===== src/rtl/rob_alloc_ctrl_pkg.sv =====
// Shared ROB sizing, allocator state encoding and dispatch/complete record layouts.
// Both record layouts carry a ROB index sized by ROB_IDX_W.
package rob_alloc_ctrl_pkg;

  localparam int ROB_DEPTH = 16;
  localparam int ROB_IDX_W = $clog2(ROB_DEPTH);

  typedef enum logic [0:0] {
    ROB_RUN     = 1'b0,
    ROB_RECOVER = 1'b1
  } robAllocState_e;

  typedef struct packed {
    logic                 valid;
    logic [ROB_IDX_W-1:0] robNum;
  } robDispatchStruct;

  typedef struct packed {
    logic                 valid;
    logic [ROB_IDX_W-1:0] robNum;
  } completeStruct;

endpackage


===== src/rtl/rob_alloc_ctrl.sv =====
// Dual-slot ROB entry allocator. It tracks the head, tail and occupancy of a
// circular reorder buffer and runs a one-cycle recovery state after each flush.
module rob_alloc_ctrl
  import rob_alloc_ctrl_pkg::*;
#(
  parameter int ROB_DEPTH = rob_alloc_ctrl_pkg::ROB_DEPTH,
  parameter int IDX_W     = rob_alloc_ctrl_pkg::ROB_IDX_W
) (
  input  logic             clk,
  input  logic             reset,
  input  logic             disp_req_a,
  input  logic             disp_req_b,
  input  logic             retire_a,
  input  logic             retire_b,
  input  logic             flush,
  output logic             grant_a,
  output logic             grant_b,
  output logic [IDX_W-1:0] rob_num_a,
  output logic [IDX_W-1:0] rob_num_b,
  output logic             stall,
  output logic [IDX_W-1:0] head_ptr,
  output logic [IDX_W:0]   count,
  output logic             full,
  output logic             empty,
  output logic             err
);

  localparam logic [IDX_W:0] DEPTH_C = (IDX_W+1)'(ROB_DEPTH);

  logic [IDX_W-1:0] r_head;
  logic [IDX_W-1:0] r_tail;
  logic [IDX_W:0]   r_count;
  robAllocState_e   r_state;
  logic             r_err;

  logic [IDX_W:0]   w_free;
  logic             w_run;
  logic             w_grant_a;
  logic             w_grant_b;
  logic [1:0]       w_n_grant;
  logic [1:0]       w_ret_req;
  logic             w_ret_over;
  logic [1:0]       w_ret_eff;
  logic             w_err_set;

  // Free space is taken from the registered count only: a retire in this
  // cycle never frees room for a dispatch in the same cycle.
  always_comb begin
    w_free    = DEPTH_C - r_count;
    w_run     = (r_state == ROB_RUN);
    w_grant_a = disp_req_a & (w_free >= (IDX_W+1)'(1)) & w_run & ~flush;
    w_grant_b = disp_req_b & disp_req_a & (w_free >= (IDX_W+1)'(2)) & w_run & ~flush;
    w_n_grant = {1'b0, w_grant_a} + {1'b0, w_grant_b};
  end

  // A lone retire_b retires nothing. Retiring past the occupancy retires
  // only what is there. Both cases raise err.
  always_comb begin
    w_ret_req  = retire_a ? (retire_b ? 2'd2 : 2'd1) : 2'd0;
    w_ret_over = (IDX_W+1)'(w_ret_req) > r_count;
    w_ret_eff  = w_ret_over ? r_count[1:0] : w_ret_req;
    w_err_set  = (disp_req_b & ~disp_req_a)
               | (~flush & ((retire_b & ~retire_a) | w_ret_over));
  end

  always_ff @(posedge clk) begin
    if (reset) begin
      r_head  <= '0;
      r_tail  <= '0;
      r_count <= '0;
      r_state <= ROB_RUN;
      r_err   <= 1'b0;
    end else begin
      if (w_err_set) begin
        r_err <= 1'b1;
      end
      if (flush) begin
        r_head  <= '0;
        r_tail  <= '0;
        r_count <= '0;
        r_state <= ROB_RECOVER;
      end else begin
        r_head  <= r_head + IDX_W'(w_ret_eff);
        r_tail  <= r_tail + IDX_W'(w_n_grant);
        r_count <= r_count + (IDX_W+1)'(w_n_grant) - (IDX_W+1)'(w_ret_eff);
        r_state <= ROB_RUN;
      end
    end
  end

  assign grant_a   = w_grant_a;
  assign grant_b   = w_grant_b;
  assign rob_num_a = r_tail;
  assign rob_num_b = r_tail + IDX_W'(1);
  assign stall     = (disp_req_a & ~w_grant_a) | (disp_req_b & ~w_grant_b);
  assign head_ptr  = r_head;
  assign count     = r_count;
  assign full      = (r_count == DEPTH_C);
  assign empty     = (r_count == '0);
  assign err       = r_err;

endmodule


===== config.mk =====
export PLATFORM = sky130hd
export DESIGN_NAME = rob_alloc_ctrl
export DESIGN_NICKNAME = d
export VERILOG_FILES = /design/src/rtl/rob_alloc_ctrl_pkg.sv /design/src/rtl/rob_alloc_ctrl.sv
export SDC_FILE = /design/constraint.sdc
export NUM_CORES = 1
export LEC_CHECK = 0
export BUFFER_PORTS_ARGS = -buffer_cell sky130_fd_sc_hd__buf_2
export CAP_MARGIN = 10
export CORE_ASPECT_RATIO = 1.2
export CORE_UTILIZATION = 40
export DETAILED_ROUTE_END_ITERATION = 8
export GPL_TIMING_DRIVEN = 0
export PLACE_DENSITY = 0.71
export SYNTH_ARGS = -nofsm -noshare
export SYNTH_HDL_FRONTEND = slang
export SYNTH_SLANG_ARGS = --single-unit

===== constraint.sdc =====
create_clock -name clk -period 3.3 [get_ports clk]
set_input_delay 0.165 -clock clk [delete_from_list [all_inputs] [get_ports clk]]
set_output_delay 0.165 -clock clk [all_outputs]
set_load 0.005 [all_outputs]

* Yosys cells after proc, flatten, opt, wreduce, memory -nomap -nowiden
Cells that the tools add are included.
** Word-level totals
- Register bits :: 15
- Memories kept :: 0
- RAM bits :: 0
- Latch bits :: 0
- Output and inout bits :: 23
- ROM bits :: 0
** Cells by class
- Multipliers :: 0
- Divide/modulo/power cells :: 0
- Reduce and logical (&&, ||, !) cells :: 2
- Equality and inequality tests :: 1
- Bitwise logic cells :: 21
- $lt $le $gt $ge :: 3
- Shift-type cells :: 0
- Muxes and demuxes :: 4
- Add/sub/neg operators :: 7
** Operators with widths (count)
- bitwise AND 1 bit :: 12
- adder 4 x 2 -> 4 bit :: 2
- 2-to-1 mux 2 bit :: 3
- NOT 1 bit :: 6
- adder 5 x 2 -> 5 bit :: 1
- equality test 5 bit (second input constant) :: 1
- greater-or-equal comparator 5 x 1 -> 1 bit (second input constant) :: 1
- greater-or-equal comparator 5 x 2 -> 1 bit (second input constant) :: 1
- > comparator 2 x 5 -> 1 bit :: 1
- zero test 5 bit :: 1
- subtractor 5 x 2 -> 5 bit :: 1
- subtractor 5 bit (first input constant) :: 1
- adder 4 x 1 -> 4 bit (second input constant) :: 1
- OR 1 bit :: 3
- adder 1 x 1 -> 2 bit :: 1
- OR reduction 2 bit :: 1
- 2-to-1 mux 1 bit :: 1

* Logic depth before layout (Yosys ltp)
Gate-level depths: netlist of the first run.
- Depth in word-level cells :: 8
- Gate-level depth with buffers :: 19
- Mapped depth without buffers :: 19

* Worst setup path before layout of the first run
Ideal clock, no wire load.
- Path kind :: register to register
- Start :: register r_count[1], in the netlist count[1]
- End :: register r_count[4], in the netlist count[4]
- Arrival :: 3.412 ns
- Period minus slack after synthesis :: 3.540 ns
- Cell stages (with the launch flop) :: 17
- Slack :: -0.240 ns
- Path buffers :: 0
- Path through :: dfxtp_1 -> inv_1 -> ha_1 -> and2_1 -> ha_1 -> nor4bb_1 -> nand2_1 -> a21oi_1 -> nor3_1 -> ha_1 -> fa_1 -> inv_1 -> fa_1 -> nand2b_1 -> a21oi_1 -> or3_1 -> a21oi_1
** On the way
- Longest elaborated chain between the ends :: 8
** Ends and longest elaborated chain
- start: declaration :: line rob_alloc_ctrl.sv:32 : logic [IDX_W:0] r_count;
- start signal: assignment :: line rob_alloc_ctrl.sv:85 : r_count <= r_count + (IDX_W+1)'(w_n_grant) - (IDX_W+1)'(w_ret_eff);
- subtractor 5 bit :: line rob_alloc_ctrl.sv:49 : w_free = DEPTH_C - r_count;
- greater-or-equal comparator 5 x 2 -> 1 bit :: line rob_alloc_ctrl.sv:52 : w_grant_b = disp_req_b & disp_req_a & (w_free >= (IDX_W+1)'(2)) & w_run & ~flush;
- bitwise AND 1 bit (3 in a row) :: line rob_alloc_ctrl.sv:52
- via grant_b :: line rob_alloc_ctrl.sv:17 : output logic grant_b,
- adder 1 x 1 -> 2 bit :: line rob_alloc_ctrl.sv:53 : w_n_grant = {1'b0, w_grant_a} + {1'b0, w_grant_b};
- adder 5 x 2 -> 5 bit :: line rob_alloc_ctrl.sv:85
- subtractor 5 x 2 -> 5 bit :: line rob_alloc_ctrl.sv:85
The timed path passes the listed nets, and every way through them passes these cells.
A chain may end at the register's enable or synchronous reset.

* Final worst setup path of the first run
- Start :: register r_count[0], in the netlist count[0]
- End :: register r_count[4], in the netlist count[4]
** On the way
- Longest elaborated chain between the ends :: 8
** Ends and longest elaborated chain (line)
- subtractor 5 bit :: rob_alloc_ctrl.sv:49
- greater-or-equal comparator 5 x 1 -> 1 bit / greater-or-equal comparator 5 x 2 -> 1 bit (equally long branches) :: rob_alloc_ctrl.sv:51, rob_alloc_ctrl.sv:52
- bitwise AND 1 bit, on equally long branches (3 in a row) :: rob_alloc_ctrl.sv:51, rob_alloc_ctrl.sv:52
- adder 1 x 1 -> 2 bit :: rob_alloc_ctrl.sv:53
- adder 5 x 2 -> 5 bit :: rob_alloc_ctrl.sv:85
- subtractor 5 x 2 -> 5 bit * :: rob_alloc_ctrl.sv:85
Every way passes the cells marked *; elsewhere a longest branch is shown, timed or not.

==> results.md, run 1 <==
* CTS Sinks at 15
* Top cell by count, worst path: ha_4
* Kind of critical path: flop to flop
* Htree depth at 1
* RSZ-0062 raised after global routing: true
* End of the worst register-to-register path: count[4]$_SDFF_PP0_
* Reg2Reg Launch Point: count[0]$_SDFF_PP0_
* Routed wire per std cell at 12.1 um
* Hold Crit Depth at 2
* Power per cell area at between 800 and 900 nW/um^2
* Fin area at about 1500 um^2
* Hold EP: r_state$_SDFF_PP0_
* Longest Clk Path Bufs at 2
* Vias/cell at around 5
* CP startpoint kind: flop
* Achievable Freq at about 0.3 GHz
* Core ar. at roughly 2600 um^2
* Fin crit period at ~3400 ps
* P_leak at ~0.74 nW
* CP endpoint kind: flop
* Share of cells above drive strength 1 at about 43%
* Die H at slightly below 60 um
* Routed via count at approximately 1000
* Total power at between 1 and 1.5 mW
* Cells after synthesis at around 120
* Yosys reg bits at 15
* DP Cell Count at about 180
* Fin. Hold Viols at 0
* Max_slew headroom at ~70%
* Starting Density at 42.8%
* Initial antenna violation count at 0
* Synthesized cell area at between 1000 and 1500 um^2
* Die area at just under 3000 um^2
* WP data required at between 3000 and 4000 ps
* R2R depth at 19
* Post-synthesis area per instance at around 9 um^2
* Fin. max-slew vios at 0
* Root Buffer: clkbuf_4
* DP Area at ~1300 um^2
* Setup_tns at -66.1 ps
* Gpl congestion at 0.771
* Vias in the first global route at 939
* Clock insertion delay at the later pin of the skew report at between 200 and 300 ps
* Synth cell types at 29
* CP max stage cell: dfxtp_4
* Hold_sp: reset
* Hpwl dp at approximately 1800 um
* Ys Warns at 0
* Crit path max-delay family: adder cells
* CP arrival at 3580 ps
* Die W at between 40 and 50 um
* Final Net Count at 200
* Part of the cycle the worst path needs at 102%
* Synth-to-Final Area Change at 39.2%
* Min-Delay Path Class: input pin to flop
* Clock transition at path regs at about 100 ps
* # rows at 20
* Total routed wirelength at around 2400 um
* Fill count at 233
* Outcome: finished, violations left
* Failing checks: negative setup slack
* Peak supply drop at 0.000450 V
* Worst-margin pin slew at ~450 ps
* Residual DRC count at 0
* Worst-path fanout max at 3
* Port-buffer cells at 29
* CTS tree: built
* Flop-to-flop setup slack at -60 ps
* Pre-Repair DR Iteration Count at 4
* 1st-iter DRT viols at 7
* Largest net degree at the start of global routing at 10
* Net Count, Synth at 153
* Register area share after synthesis at 27.5%
* N_diodes at 0
* Final ANT Viol Nets at 0
* Non-Filler Instances at 201
* Final worst setup slack at -59.5 ps
* Final setup fails at 2
* Boundary pin count at 30
* Worst Skew at about 10 ps
* Congestion Overflow GR at 0
* Max-cap violation count at 0
* Bufs and invs on worst path at 4
* Global-route wire length before repair at 4050 um
* Crit path cell chain: inv_4 -> ha_4 -> and2_4 -> ha_4 -> nor4bb_1 -> o21ai_1 -> a21oi_2 -> nor3_2 -> ha_2 -> inv_2 -> ha_4 -> inv_2 -> ha_4 -> inv_2 -> fa_2 -> nand2b_4 -> a21oi_2 -> or3_1 -> a21oi_2
* Clock buffer count from CTS at 3
* CP max stage delay at between 300 and 400 ps
* GR Util All Layers at ~18%
[state kept, by name, summed over array words and instances (netlist names)]
register / count
r_state: 1
head_ptr: 4
err: 1
rob_num_a: 4
count: 5
[cell families (layout without fill, tap and decap cells)]
kind of cell / Yosys count / in the layout / share of synthesized area [%]
buf+inv: 20 / 66 / 6.86
mux: 1 / 1 / 0.915
fa+ha+maj: 24 / 24 / 30.2
xor+xnor: 7 / 7 / 5.61
simple gates: 34 / 34 / 17.3
flops: 15 / 15 / 27.5
compound gates: 21 / 21 / 11.7
[power breakdown]
part,total (mW),switching (mW),internal (mW)
registers,0.257,0.0322,0.225
clock network,0.108,0.0628,0.0451
logic,0.904,0.444,0.460
total,1.27,0.540,0.730
[cell usage in the layout, fill, tap and decap left out, drive strengths merged]
| cell type | instances |
|---|---|
| clkbuf | 4 |
| xor2 | 3 |
| or3 | 2 |
| or2 | 1 |
| nand2 | 5 |
| nand2b | 1 |
| clkinv | 1 |
| nor2b | 4 |
| and2 | 6 |
| buf | 42 |
| a211oi | 1 |
| fa | 4 |
| o21a | 2 |
| nor2 | 9 |
| nand3 | 1 |
| a21oi | 9 |
| xnor2 | 4 |
| o2bb2ai | 1 |
| nand4b | 1 |
| a311o | 1 |
| mux2i | 1 |
| ha | 20 |
| o2111ai | 1 |
| o21ai | 5 |
| nor3 | 2 |
| inv | 19 |
| nor4bb | 2 |
| dfxtp | 15 |
| a21boi | 1 |
[worst register-to-register path, delay by kind of cell, from the launching register on]
family	cells	cell delay, ps
AND/OR/NAND/NOR	5	830
buffers and inverters	4	180
flip-flops	1	380
AO/OA/AOI/OAI	4	560
adder cells (fa/ha/maj)	6	1340
[stage by stage]
stage | utilization (%) | hold slack [ps] | setup slack, ps
floorplan | - | 237 | 15.8
global placement | 51.6 | 365 | -217
detailed placement | 51.6 | 374 | -322
CTS | 58.8 | 61.7 | -74.6
global route | 59.7 | 55.0 | -194
finish | 59.7 | 57.4 | -59.5
[how the worst max path moves through the flow]
| stage | start | end | slack, ps | cells after the start |
|---|---|---|---|---|
| after global routing | count[0]$_SDFF_PP0_ | count[4]$_SDFF_PP0_ | -190 | 16 |
| after global placement | count[0]$_SDFF_PP0_ | count[4]$_SDFF_PP0_ | -220 | 19 |
| after CTS | count[2]$_SDFF_PP0_ | count[4]$_SDFF_PP0_ | -70 | 19 |
| final | count[0]$_SDFF_PP0_ | count[4]$_SDFF_PP0_ | -60 | 19 |
| after detailed placement | count[3]$_SDFF_PP0_ | count[4]$_SDFF_PP0_ | -320 | 19 |
| after floorplan | count[0]$_SDFF_PP0_ | count[4]$_SDFF_PP0_ | 20 | 19 |
[synthesized netlist by cell type (all sizes together)]
library cell	n	share of area (%)
a211oi	1	0.69
a21boi	1	0.69
a21oi	9	4.1
a311o	1	0.92
and2	6	3.4
clkbuf	1	0.34
dfxtp	15	27
fa	4	7.3
ha	20	23
inv	19	6.5
mux2i	1	0.92
nand2	5	1.7
nand2b	1	0.57
nand3	1	0.46
nand4b	1	0.80
nor2	9	3.1
nor2b	4	2.3
nor3	2	0.92
nor4bb	2	1.8
o2111ai	1	0.80
o21a	2	1.4
o21ai	5	2.3
o2bb2ai	1	0.80
or2	1	0.57
or3	2	1.6
xnor2	4	3.2
xor2	3	2.4
[routing by layer]
metal	up-vias	GRT usage [%]	wire, um
met5	-	0	0
met4	0	7.35	36
met3	5	1.54	57
met2	16	35.3	1310
met1	473	20.2	1020
li1	500	-	-
[final cells by class]
class                   instances  area [um^2]  share of cell area (%)
well taps                      33         41.3                    2.71
plain buffers                   1         3.75                   0.247
inverters                      19         78.8                    5.18
clock buffers                   3         22.5                    1.48
multi-input cells              87          816                    53.6
repair buffers                 42          243                    15.9
flip-flops and latches         15          313                    20.5
clock inverters                 1         5.00                   0.329
[what timing repair did]
item	CTS	global route
setup endpoints to repair	4	2
resized for setup	21	0
hold buffers	0	0
hold endpoints to repair	0	0
buffers inserted	10	3
pin swaps	10	11
cloned	0	0
Power figures use the tool's default switching activity.
==> run 2: changes to the inputs <==
MAX_ROUTING_LAYER = met4   (was unset)
==> run 2 against run 1 <==
Against the previous run: power about the same; sequential share of layout area stayed put; global-route usage up 0.55 points; largest cell class unchanged; setup slack barely moved; sequential power about the same; first-iteration DRC count unchanged; clock-buffer cell count unchanged; the flow still finishes with violations (negative setup slack); combinational power barely moved; non-clock buffer count unchanged; wire length unchanged; fmax is essentially flat.
==> results.md, run 2 (same netlist as run 1, synthesis figures left out) <==
* Outcome: finished, violations left
* Failing checks: negative setup slack
* Port-buffer cells at 29 (unchanged)
* Top Layer Used: met4
* Critical path origin: count[0]$_SDFF_PP0_
* Part of the cycle the worst path needs at 102% (about the same)
* Fin. max-slew vios at 0 (unchanged)
* Global-route wire length before repair at 4060 um (+0.17%)
* Die H at 59.3 um (unchanged)
* Starting Density at 42.8% (unchanged)
* Hpwl dp at 1800 um (unchanged)
* Worst Hold Slack at 57.1 ps (-0.266 ps)
* RSZ-0062 raised after global routing: true
* Peak supply drop at 0.000450 V (about the same)
* Max-cap violation count at 0 (unchanged)
* WP data required at 3520 ps (about the same)
* Final worst setup slack at -59.7 ps (-0.197 ps)
* Final ANT Viol Nets at 0 (unchanged)
* Most frequent cells in the layout: buf_2, ha_1, buf_4
* Min-Delay Path Class: input pin to flop
* Worst Skew at 10.3 ps (+0.176 ps)
* Setup_tns at -66.6 ps (-0.443 ps)
* Synth-to-Final Area Change at 39.2% (unchanged)
* Congestion Overflow GR at 0 (unchanged)
* Clock insertion delay at the later pin of the skew report at 290 ps (about the same)
* Hold_sp: reset
* Residual DRC count at 0 (unchanged)
* Achievable Freq at 0.298 GHz (about the same)
* 1st-iter DRT viols at 7 (unchanged)
* Kind of critical path: flop to flop
* Reg2Reg Launch Point: count[0]$_SDFF_PP0_
* CP startpoint kind: flop
* GR Util All Layers at 18.8% (+0.55 points)
* Largest net degree at the start of global routing at 10 (unchanged)
* CP arrival at 3580 ps (about the same)
* Metal3 WL at 57 um (unchanged)
* Final setup fails at 2 (unchanged)
* DRT met1 WL at 1020 um (unchanged)
* Routed via count at 994 (unchanged)
* Routed wire per std cell at 12.1 um (unchanged)
* Die W at 49.7 um (unchanged)
* Total power at 1.27 mW (about the same)
* Pre-Repair DR Iteration Count at 4 (unchanged)
* Share of cells above drive strength 1 at 43.5% (unchanged)
* Power per cell area at 834 nW/um^2 (about the same)
* Worst-margin pin slew at 447 ps (unchanged)
* Final core occ at 59.7% (unchanged)
* CTS Sinks at 15 (unchanged)
* P_leak at 0.737 nW (unchanged)
* Gpl congestion at 0.782 (+1.3%)
* Root Buffer: clkbuf_4
* Total routed wirelength at 2430 um (unchanged)
* Core ar. at 2550 um^2 (unchanged)
* Max_slew headroom at 69.9% (unchanged)
* Worst-path fanout max at 3 (unchanged)
* N_diodes at 0 (unchanged)
* WL met2 at 1310 um (unchanged)
* Clock transition at path regs at 100 ps (about the same)
* Htree depth at 1 (unchanged)
* Pre-CTS setup slack at -322 ps (unchanged)
* Die area at 2950 um^2 (unchanged)
* Vias in the first global route at 937 (-0.21%)
* # rows at 20 (unchanged)
* Final Net Count at 200 (unchanged)
* Max FFs per register at 5 (unchanged)
* CP endpoint kind: flop
* CTS tree: built
* Initial antenna violation count at 0 (unchanged)
* Clock buffer count from CTS at 3 (unchanged)
* Vias/cell at 4.95 (unchanged)
* Longest Clk Path Bufs at 2 (unchanged)
* Fin. Hold Viols at 0 (unchanged)
* Boundary pin count at 30 (unchanged)
* Leading cell type in the layout, fill and taps excluded: buf_2
* Fin crit period at 3360 ps (+0.197 ps)
==> run 2: path summary, 6_finish.rpt <==
check / endpoint / slack, ps / depth (start not counted)
max: count[4]$_SDFF_PP0_ / -60 / 19
min: r_state$_SDFF_PP0_ / 60 / 2
max reg2reg: count[4]$_SDFF_PP0_ / -60 / 19
min reg2reg: err$_SDFFE_PP0P_ / 540 / 2
==> run 2: repair_timing <==
action	CTS	global route
pin swaps	10	11
setup buffers	10	3
resized for setup	21	0
hold buffers	0	0
setup endpoints to repair	4	2
==> run 2: layer usage <==
metal  GRT usage (%)  up-vias
li1                -      500
met1            20.2      473
met2            35.3       16
met3            1.54        5
met4            7.35        0
met5               -        -
==> run 2: layout make-up <==
type	instances	area (um^2)
buffer	1	3.75
clock buffer	3	22.5
multi-input combinational	87	816
clock inverter	1	5.00
timing repair buffer	42	243
inverter	19	78.8
fill	233	1030
tap	33	41.3
sequential	15	313
==> run 2: per-stage QoR <==
step,cells,area (um^2)
finish,201,1520
detailed placement,184,1320
global placement,184,1320
global route,201,1520
CTS,198,1500
floorplan,122,1130
==> run 2: worst max-delay path, cell delays in order (launching register included) <==
cell      delay [ps]
dfxtp_4          380
inv_4             40
ha_4             150
and2_4           140
ha_4             260
nor4bb_1         190
o21ai_1          170
a21oi_2          190
nor3_2            60
ha_2             340
inv_2             50
ha_4             250
inv_2             40
ha_4             150
inv_2             50
fa_2             190
nand2b_4         120
a21oi_2           50
or3_1            320
a21oi_2          150
==> run 2: power by group <==
| group | leakage [nW] | switching (mW) | internal [mW] |
|---|---|---|---|
| combinational | 0.595 | 0.444 | 0.460 |
| clock | 0.0177 | 0.0629 | 0.0451 |
| sequential | 0.125 | 0.0322 | 0.225 |
| total | 0.737 | 0.540 | 0.730 |
==> run 3: changes to the inputs <==
CORE_UTILIZATION = 46   (was 40)
PLACE_DENSITY = 0.79   (was 0.71)
==> run 3 against run 2 <==
Against the previous run: the flow still finishes with violations (negative setup slack); wire length grew 20%; global-route usage grew 3.9 points; setup slack better by 17 ps; clock power grew 6%; worst hold slack better by 15 ps; final area is 2.1% higher; fmax is 0.52% higher; die area shrank 13%; sequential share of layout area is 0.57 points lower; critical path type unchanged; critical endpoint unchanged.
==> results.md, run 3 (same netlist as run 1, synthesis figures left out) <==
* Die H at 55.4 um (-6.5%)
* Max FFs per register at 5 (unchanged)
* RSZ-0062 raised after global routing: true
* Fin. Hold Viols at 0 (unchanged)
* Longest Clk Path Bufs at 2 (unchanged)
* Global-route wire length before repair at 4200 um (+3.6%)
* Routed via count at 1045 (+5.1%)
* Vias/cell at 5.23 (+5.7%)
* Final ANT Viol Nets at 0 (unchanged)
* Clock buffer count from CTS at 3 (unchanged)
* Vias in the first global route at 996 (+6.3%)
* Most frequent cells in the layout: buf_2, ha_1, buf_4
* Hpwl dp at 1800 um (-0.17%)
* Outcome: finished, violations left
* Achievable Freq at 0.299 GHz (+0.52%)
* Final setup fails at 1 (-1)
* Congestion Overflow GR at 0 (unchanged)
* WL met2 at 1590 um (+21%)
* Pre-Repair DR Iteration Count at 6 (+2)
* Final worst setup slack at -42.5 ps (+17.2 ps)
* DP Cell Count at 182 (-1.1%)
* Core ar. at 2260 um^2 (-12%)
* Routed wire per std cell at 14.6 um (+21%)
* N_diodes at 0 (unchanged)
* Total routed wirelength at 2910 um (+20%)
* CP startpoint kind: flop
* Synth-to-Final Area Change at 42.1%
* Root Buffer: clkbuf_4
* Leading cell type in the layout, fill and taps excluded: buf_2
* Share of cells above drive strength 1 at 45.6% (+2.1 points)
* Failing checks: negative setup slack
* CP endpoint kind: flop
* Metal3 WL at 113 um (+98%)
* Hold buffers post-CTS at 0 (unchanged)
* Min-Delay Path Class: input pin to flop
* Kind of critical path: flop to flop
* Port-buffer cells at 29 (unchanged)
* Die area at 2580 um^2 (-13%)
* Worst Skew at 6.37 ps (-3.92 ps)
* Largest net degree at the start of global routing at 9 (-1)
* GR Util All Layers at 22.7% (+3.9 points)
* CTS tree: built
* 1st-iter DRT viols at 26 (+19)
* Clock insertion delay at the later pin of the skew report at 300 ps (about the same)
* Max_slew headroom at 66.9% (-3.0 points)
* Top Layer Used: met4
* Clock transition at path regs at 100 ps (about the same)
* Die W at 46.5 um (-6.5%)
* Starting Density at 48.4% (+5.6 points)
* Boundary pin count at 30 (unchanged)
* CP arrival at 3530 ps (-50 ps)
* Peak supply drop at 0.000561 V (+25%)
* Multi-input logic area at 848 um^2 (+4.0%)
* Worst-margin pin slew at 491 ps (+44.0 ps)
* Fin. max-slew vios at 0 (unchanged)
* Initial antenna violation count at 0 (unchanged)
* DRT met1 WL at 1120 um (+9.8%)
* # rows at 19 (-5.0%)
* Residual DRC count at 0 (unchanged)
* Worst-path fanout max at 3 (unchanged)
* Storage cell area at 310 um^2 (-0.80%)
* Max-cap violation count at 0 (unchanged)
* Final Net Count at 201 (+0.50%)
* Fill count at 167 (-28%)
* Worst Hold Slack at 71.8 ps (+14.7 ps)
* Fin crit period at 3340 ps (-17.2 ps)
* CTS Sinks at 15 (unchanged)
* Part of the cycle the worst path needs at 101% (-0.52 points)
* WP data required at 3490 ps (-30 ps)
* Non-Filler Instances at 200 (-0.50%)
* Power per cell area at 913 nW/um^2 (+9.4%)
* Htree depth at 1 (unchanged)
* Gpl congestion at 0.790 (+1.1%)
* P_leak at 0.745 nW (+1.1%)
run 3: cell count changes in the layout (fill, tap and decap cells not counted), moves of 2 or more:
cell      delta
inv_2        +2
nor4bb_1     -2
o21ai_1      -2
nor4bb_4     +2
run 3: path summary, 6_finish.rpt:
| check | start | end | slack (ps) | depth (start not counted) |
|---|---|---|---|---|
| worst min-delay path | reset | r_state$_SDFF_PP0_ | 70 | 2 |
| worst max-delay path | count[1]$_SDFF_PP0_ | count[4]$_SDFF_PP0_ | -40 | 16 |
| worst max register to register | count[1]$_SDFF_PP0_ | count[4]$_SDFF_PP0_ | -40 | 16 |
| worst min register to register | head_ptr[3]$_SDFF_PP0_ | head_ptr[3]$_SDFF_PP0_ | 530 | 2 |
run 3: stage by stage:
step	area, um^2	power, mW	worst slack (ps)	util, %	TNS [ps]
2_1_floorplan	1130	0.777	15.8	-	0
3_5_place_dp	1320	0.960	-291	58.2	-442
4_1_cts	1480	1.22	-49.9	65.5	-49.9
3_3_place_gp	1320	0.916	-168	58.2	-168
6_report	1550	1.42	-42.5	68.8	-42.5
5_1_grt	1550	1.58	-304	68.8	-673
run 3: critical path, cell delays in order, from the launching register on:
cell and delay (ps):
dfxtp_4 380, inv_4 50, ha_4 160, and2_4 170, ha_4 260, nor4bb_4 230, o21ai_2 130, a21oi_2 180
nor3_2 60, ha_2 190, fa_1 560, inv_2 50, fa_2 390, nand2b_4 150, a21oi_2 120, or3_1 110
a21oi_1 50
run 3: routing by layer:
layer | up-vias | global-route usage, %
li1 | 502 | -
met1 | 505 | 25.3
met2 | 27 | 35.5
met3 | 11 | 5.23
met4 | 0 | 12.6
met5 | - | -
run 3: report_power, final:
group          internal [mW]  switching, mW  total, mW
registers              0.225         0.0333      0.258
logic                  0.542          0.503       1.05
clock network         0.0472         0.0680      0.115
run 3: what timing repair did:
action / in CTS / in global routing
setup buffers: 8 / 6
gates resized for setup: 18 / 6
pin swaps: 10 / 11
setup endpoints to repair: 4 / 2
run 3: cell type report:
cell class	count	share of cell area, %
buffer	1	0.242
clock buffer	4	1.69
inverter	19	4.91
multi-input combinational	87	54.6
sequential	15	20.0
tap	31	2.50
timing repair buffer	43	16.1
